==> src/rtl/data_bus_responder.sv <==
// Responder end of the CPU data bus: word RAM plus GPIO and timer registers.
// Zero-wait-state: reads are combinational from daddr, writes commit on the clk edge.
//
// Ports:
//   clk       in   1   single clock, all state changes on the rising edge
//   rst       in   1   synchronous active-high reset (RAM contents are kept)
//   data_wr   in   1   CPU write strobe, writes data_out to daddr at this edge
//   daddr     in   16  CPU data address
//   data_out  in   16  CPU write data
//   data_in   out  16  read data returned to the CPU, same cycle as daddr
//   gpio_in   in   16  asynchronous external inputs, 2-flop synchronised
//   gpio_out  out  16  registered output port
//   irq       out  1   timer interrupt request, level (MATCH & IRQEN)
//
// Register page at PERIPH_BASE:
//   +0 GPIO_OUT  +1 GPIO_IN  +2 TCTRL {IRQEN,AUTORELOAD,EN}
//   +3 TCOUNT    +4 TCMP     +5 TSTAT {MATCH}, write-1-to-clear

module data_bus_responder #(
    parameter int unsigned RAM_AW      = 8,
    parameter logic [15:0] PERIPH_BASE = 16'hFF00
) (
    input  logic        clk,
    input  logic        rst,
    input  logic        data_wr,
    input  logic [15:0] daddr,
    input  logic [15:0] data_out,
    output logic [15:0] data_in,
    input  logic [15:0] gpio_in,
    output logic [15:0] gpio_out,
    output logic        irq
);

    localparam int unsigned RAM_WORDS = 1 << RAM_AW;

    localparam logic [2:0] REG_GPIO_OUT = 3'd0;
    localparam logic [2:0] REG_GPIO_IN  = 3'd1;
    localparam logic [2:0] REG_TCTRL    = 3'd2;
    localparam logic [2:0] REG_TCOUNT   = 3'd3;
    localparam logic [2:0] REG_TCMP     = 3'd4;
    localparam logic [2:0] REG_TSTAT    = 3'd5;

    localparam int CTRL_EN     = 0;
    localparam int CTRL_RELOAD = 1;
    localparam int CTRL_IRQEN  = 2;

    // ------------------------------------------------------------------
    // Storage
    // ------------------------------------------------------------------
    logic [15:0] ram_q [RAM_WORDS];

    logic [15:0] gpio_out_q, gpio_out_d;
    logic [15:0] sync1_q;
    logic [15:0] sync2_q;
    logic [2:0]  tctrl_q,    tctrl_d;
    logic [15:0] tcount_q,   tcount_d;
    logic [15:0] tcmp_q,     tcmp_d;
    logic        match_q,    match_d;

    // ------------------------------------------------------------------
    // Address decode
    // ------------------------------------------------------------------
    logic        ram_sel;
    logic        per_sel;
    logic [15:0] per_off;
    logic [2:0]  reg_idx;

    assign ram_sel = (32'(daddr) < RAM_WORDS);
    assign per_off = daddr - PERIPH_BASE;
    // The lower-bound test stops addresses below the page from wrapping
    // into a small offset.
    assign per_sel = (daddr >= PERIPH_BASE) && (per_off < 16'd6);
    assign reg_idx = per_off[2:0];

    // ------------------------------------------------------------------
    // Write strobes (writes are dropped while rst is high)
    // ------------------------------------------------------------------
    logic wr_en;
    logic ram_we;
    logic reg_we;
    logic we_gpio;
    logic we_tctrl;
    logic we_tcount;
    logic we_tcmp;
    logic we_tstat;

    assign wr_en     = data_wr & ~rst;
    assign ram_we    = wr_en & ram_sel;
    assign reg_we    = wr_en & per_sel & ~ram_sel;
    assign we_gpio   = reg_we && (reg_idx == REG_GPIO_OUT);
    assign we_tctrl  = reg_we && (reg_idx == REG_TCTRL);
    assign we_tcount = reg_we && (reg_idx == REG_TCOUNT);
    assign we_tcmp   = reg_we && (reg_idx == REG_TCMP);
    assign we_tstat  = reg_we && (reg_idx == REG_TSTAT);

    // ------------------------------------------------------------------
    // Timer next state
    // ------------------------------------------------------------------
    logic timer_hit;

    // Compare always uses the registered count and compare value, so a
    // same-edge CPU write to either only affects later edges.
    assign timer_hit = tctrl_q[CTRL_EN] && (tcount_q == tcmp_q);

    always_comb begin
        tcount_d = tcount_q;
        if (tctrl_q[CTRL_EN]) begin
            if (timer_hit && tctrl_q[CTRL_RELOAD]) begin
                tcount_d = '0;
            end else begin
                tcount_d = tcount_q + 16'd1;
            end
        end
        // CPU write beats increment/reload on the same edge.
        if (we_tcount) begin
            tcount_d = data_out;
        end
    end

    always_comb begin
        match_d = match_q;
        if (we_tstat && data_out[0]) begin
            match_d = 1'b0;
        end
        // A fresh match beats a simultaneous clear.
        if (timer_hit) begin
            match_d = 1'b1;
        end
    end

    // ------------------------------------------------------------------
    // Plain register next state
    // ------------------------------------------------------------------
    always_comb begin
        gpio_out_d = gpio_out_q;
        tctrl_d    = tctrl_q;
        tcmp_d     = tcmp_q;
        if (we_gpio) begin
            gpio_out_d = data_out;
        end
        if (we_tctrl) begin
            tctrl_d = data_out[2:0];
        end
        if (we_tcmp) begin
            tcmp_d = data_out;
        end
    end

    // ------------------------------------------------------------------
    // Registers
    // ------------------------------------------------------------------
    always_ff @(posedge clk) begin
        if (rst) begin
            gpio_out_q <= '0;
            sync1_q    <= '0;
            sync2_q    <= '0;
            tctrl_q    <= '0;
            tcount_q   <= '0;
            tcmp_q     <= 16'hFFFF;
            match_q    <= 1'b0;
        end else begin
            gpio_out_q <= gpio_out_d;
            sync1_q    <= gpio_in;
            sync2_q    <= sync1_q;
            tctrl_q    <= tctrl_d;
            tcount_q   <= tcount_d;
            tcmp_q     <= tcmp_d;
            match_q    <= match_d;
        end
    end

    // RAM has no reset; its contents survive rst.
    always_ff @(posedge clk) begin
        if (ram_we) begin
            ram_q[daddr[RAM_AW-1:0]] <= data_out;
        end
    end

    // ------------------------------------------------------------------
    // Read mux
    // ------------------------------------------------------------------
    always_comb begin
        data_in = '0;
        if (ram_sel) begin
            data_in = ram_q[daddr[RAM_AW-1:0]];
        end else if (per_sel) begin
            case (reg_idx)
                REG_GPIO_OUT: data_in = gpio_out_q;
                REG_GPIO_IN:  data_in = sync2_q;
                REG_TCTRL:    data_in = {13'd0, tctrl_q};
                REG_TCOUNT:   data_in = tcount_q;
                REG_TCMP:     data_in = tcmp_q;
                REG_TSTAT:    data_in = {15'd0, match_q};
                default:      data_in = '0;
            endcase
        end
    end

    assign gpio_out = gpio_out_q;
    assign irq      = match_q & tctrl_q[CTRL_IRQEN];

endmodule

==> config.mk <==
export PLATFORM = sky130hd
export DESIGN_NAME = data_bus_responder
export DESIGN_NICKNAME = d
export VERILOG_FILES = /design/src/rtl/data_bus_responder.sv
export SDC_FILE = /design/constraint.sdc
export NUM_CORES = 2
export LEC_CHECK = 0
export CAP_MARGIN = 20
export CORE_MARGIN = 2
export CORE_UTILIZATION = 26
export CTS_CLUSTER_SIZE = 12
export DETAILED_ROUTE_END_ITERATION = 12
export PLACE_DENSITY_LB_ADDON = 0.12
export SYNTH_ARGS = -nofsm -noshare
export SYNTH_HDL_FRONTEND = slang
export SYNTH_SLANG_ARGS = --single-unit
==> constraint.sdc <==
create_clock -name clk -period 8.7 [get_ports clk]
set_input_delay 2.175 -clock clk [delete_from_list [all_inputs] [get_ports clk]]
set_output_delay 2.175 -clock clk [all_outputs]
set_load 0.02 [all_outputs]
# [Word-level counts from Yosys, hierarchy flattened]
# Memories as Yosys holds them, arrays and structs flattened.
# Cells that the tools add are included.
[op_classes] add_sub_neg=2 n_mul=0 div_mod_pow=0 n_lt_le_gt_ge=3 eq_ne=6 shift=0 n_mux=10 bitwise=7 reduce_logical=12
[op_table] operator="$pmux W16 S6" n=1
[op_table] operator="$mux W16" n=5
[op_table] operator="$add A16 B1 Y16 const B" n=1
[op_table] operator="$eq A16 B16 Y1" n=1
[op_table] operator="$ge A16 B16 Y1 const B" n=1
[op_table] operator="$lt A16 B3 Y1 const B" n=1
[op_table] operator="$lt A16 B9 Y1 const B" n=1
[op_table] operator="$sub A16 B16 Y16 const B" n=1
[op_table] operator="$logic_and A1 B1 Y1" n=9
[op_table] operator="$eq A3 B2 Y1 const B" n=2
[op_table] operator="$eq A3 B3 Y1 const B" n=2
[op_table] operator="$and A1 B1 Y1" n=5
[op_table] operator="$mux W1" n=4
[op_table] operator="$reduce_bool A2 Y1" n=2
[op_table] operator="$eq A3 B1 Y1 const B" n=1
[op_table] operator="$logic_not A3 Y1" n=1
[op_table] operator="$not A1 Y1" n=2
[word_totals] ff_bits=84 latchBits=0 ramBits=4096 romBits=0 in_bits=51 output_inout_bits=33 wordCells=48 n_memories=1
[memory_table] memory="ram_q" depth=256 word_bits=16 read_ports=1 rd_ports_with_merged_regs=0 wr=1 line_no="50" source="logic [15:0] ram_q [RAM_WORDS];"

# [Logic depth before layout (Yosys ltp)]
[logic_depth] ltp_word=9 depth_mapped=13 mapped_depth_nobuf=8

# [Least setup slack after synthesis]
# OpenSTA, ideal clock, no wires.
[synth_timing] path_kind="input-to-output" from="in daddr[2]" to="out data_in[8]" t_arrival_ns=4.440 required_time_ns=6.525 slack_ns=2.085 cell_stages=10 path_buffers=3 cell_sequence="buf_2 > or2_1 > buf_6 > buf_4 > a221oi_1 > a221oi_1 > nand3_1 > a21oi_1 > or4_1 > a211oi_1"
[synth_via] elab_chain_cells=5 word_cells_on_any_way=15 classes_between="add/sub (1); order compare (3); eq/ne (5); mux (3); reduce/logical (2); memory (1)"
[synth_lines] item="start, declared" line_no="26" source="input logic [15:0] daddr,"
[synth_lines] item="$sub A16 B16 Y16" line_no="69" source="assign per_off = daddr - PERIPH_BASE;"
[synth_lines] item="$lt A16 B3 Y1 (tied with other cells)" line_no="72" source="assign per_sel = (daddr >= PERIPH_BASE) && (per_off < 16'd6);"
[synth_lines] item="$logic_and A1 B1 Y1 / $pmux W16 S6 (equally long branches)" line_no="72, 187"
[synth_lines] item="$mux W16" line_no="186" source="end else if (per_sel) begin"
[synth_lines] item="$mux W16 (*)" line_no="184" source="if (ram_sel) begin"
[synth_lines] item="end, declared" line_no="28" source="output logic [15:0] data_in,"
# Every way passes the cells marked *; elsewhere a longest branch is shown, timed or not.

# [Worst setup path in the final report]
[layout_timing] from="in daddr[0]" to="out data_in[1]"
# Same word-level chain as after synthesis.

==> out/metrics.yaml <==
synth_edf_count: 4096
die_area_sq_um: 629900
initial_utilization: 0.2604
timing.final.hold_violations: 0
hp-class: "reg2reg"
power_frac_clock: 0.428
synth_seq_cells: 4180
worst_pin_slew_ps: 1375
core_area_sq_um: 622600
seq_power_share: 0.517
drc: 0
routedWlPerCell_um: 32.69
end_kind: "output pin"
synth_nets: 7766
port_buffers: 83
fp.dieH_um: 793.7
antenna_found_initial: 50
final_cell_mix: "edfxtp_1 (4096), mux4_2 (845), buf_4 (640), mux2i_1 (557), clkbuf_16 (460)"
hpwlAfterDp_mm: 357.5
power.share.switching: 0.2249
skew_ps: 10.37
grt_pass1_wl_mm: 761.6
yosys.area_share.simple: 0.02543
overflow: 0
dp_slack_ps: -578.9
clk_transition_reported_paths_ps: 60
netSwitchingPower_mw: 9.614
synth_compound_area_frac: 0.03257
place_congestion: 0.7961
cts_tree: "done"
ios: 84
worstPathMaxFanout: 29
gr-usage-met2: 0.2827
met3_usage: 0.02409
grt_start_max_net_pins: 157
clk_path_buf_depth: 4
yosysSeqAreaShare: 0.7690
dr.first_iter.drc_count: 8716
power.density_nw_per_um2: 222.5
layout_commonest_cell: "edfxtp_1"
drv_cap: 0
synth_top_family_by_area: "multiplexers"
via_per_inst: 4.786
crit_type: "in2out"
ant_nets: 0
finalSetupViolations: 0
cts_buffers: 453
slew-limit-headroom: 0.08308
wirelength_mm: 564.0
fin_crit_sh: 0.9934
placed_cell_area_sq_um: 178200
yosysUniqueCellTypes: 78
syn_inst: 7714
status: "finished clean"
grt_usage: 0.1737
setup_slack_ps: 57.58
crit_required_ps: 6530
async_flop_share: 0
synth_mux_area_frac: 0.1531
vdd_drop_max_uv: 160.7
layout.nets: 8601
syn_area_per_cell_sq_um: 21.02
grtUsageMet1: 0.2481
p_int_mw: 33.14
htree_levels: 5
final_util: 0.3087
grt_pass1_vias: 84440
synth_fa_ha_area_frac: 0.00007717
cts_sinks: 4180
leakage_nw: 60.52
grt_busiest_layer: "met2"
min_period_ps: 8642
comb_power_share: 0.054
area.growth.synth_to_final_pct: 18.54
drv_slew: 0
rows: 290
ys_warn_count: 0
fmax_mhz: 115.7
postCtsSetupRepairBufs: 0
drtPass1Iterations: 5
syn_area_sq_um: 162100
vias: 82560
cts-root-buf: "clkbuf_16"
stdcell_area_sq_um: 192200
clkLatencyLatePin_ps: 1020
synth_xor_area_frac: 0.001350
layout-drive-gt1-share: 0.2775
synth_top_flop_cell: "edfxtp_1"
rsz0062_at_grt: "no"
cp_data_arrival_time_ps: 6470
worst_setup_path_start_kind: "primary input"
p_total_mw: 42.76
dieWidth_um: 793.7
area by class of cell:
cell class | count | area [sq um]
Clock inverter | 227 | 1715
Antenna cell | 23 | 57.56
Sequential cell | 4180 | 124700
Timing Repair Buffer | 839 | 8197
Multi-Input combinational cell | 3069 | 35070
Inverter | 6 | 22.52
Tap cell | 8322 | 10410
Clock buffer | 583 | 12030
Fill cell | 60290 | 430500
sequential cells by signal, indices dropped and copies added (netlist names):
signal    flops
tctrl_q       3
sync1_q      16
tcmp_q       16
tcount_q     16
match_q       1
sync2_q      16
gpio_out     16
ram_q      4096
power by group through the flow:
stage               clock [mW]  combinational [mW]  sequential, mW
finish                    18.3                2.33            22.1
global route              19.6                2.44            22.1
CTS                       18.9                2.39            22.1
detailed placement           0                2.38            22.5
global placement             0                2.36            22.5
floorplan                    0                1.03            22.5
cell usage after synthesis, drive strengths merged (20+ instances only):
cell type	n	area (sq um)
a211oi	34	255.2
a21o	20	150.1
a21oi	84	420.4
a221oi	139	1242
a22o	23	201.4
a22oi	123	923.4
a31oi	29	181.4
buf	345	2549
clkbuf	114	427.9
dfxtp	84	1682
edfxtp	4096	123000
mux2i	557	5575
mux4	845	19030
nand2	249	942.2
nand3	73	365.4
nand3b	22	165.2
nand4	29	181.4
nor2	345	1303
nor2b	51	319.1
nor4	25	156.4
o21ai	100	500.5
o22ai	84	525.5
xor2	20	175.2
metal layers:
metal | share of wire | vias to the layer above
li1 | - | 33990
met1 | 0.45 | 45600
met2 | 0.47 | 2441
met3 | 0.051 | 527
met4 | 0.022 | 6
met5 | 0.000060 | -
worst max-delay path: stages:
cell and delay, ps:
buf_12 330, buf_4 340, buf_4 330, mux4_2 550, mux4_2 630, a22o_1 430, o41ai_1 420, buf_4 260
o21ai_0 340, buf_4 280, buf_4 150
final timing paths:
path	startpoint	to	slack, ps	depth (start not counted)
setup / recovery	daddr[0]	data_in[1]	60	11
setup reg to reg	tcount_q[8]	tcount_q[13]	6270	8
hold reg to reg	sync1_q[3]	sync2_q[3]	460	1
hold / removal	sync1_q[3]	sync2_q[3]	460	1
cell families after synthesis:
kind of cell             count (synthesis)
buffers and inverters                  465
AO/OA/AOI/OAI                          732
AND/OR/NAND/NOR                        890
XOR/XNOR                                25
flip-flops                            4180
multiplexers                          1421
adder cells (fa/ha/maj)                  1
stage by stage:
stage	hold slack, ps	setup TNS [ps]	std cells
2_1_floorplan	413.8	0	7714
4_1_cts	457.6	0	17220
6_report	457.1	0	17250
5_1_grt	472.1	0	17230
3_5_place_dp	427.9	-1058	16410
3_3_place_gp	430.4	-3940	16380
what timing repair did:
| action | in CTS | in global routing |
|---|---|---|
| resized for setup | 6 | 3 |
| endpoints found under the setup margin | 4 | 3 |
| hold buffers | 0 | 0 |
Power figures use the tool's default switching activity.
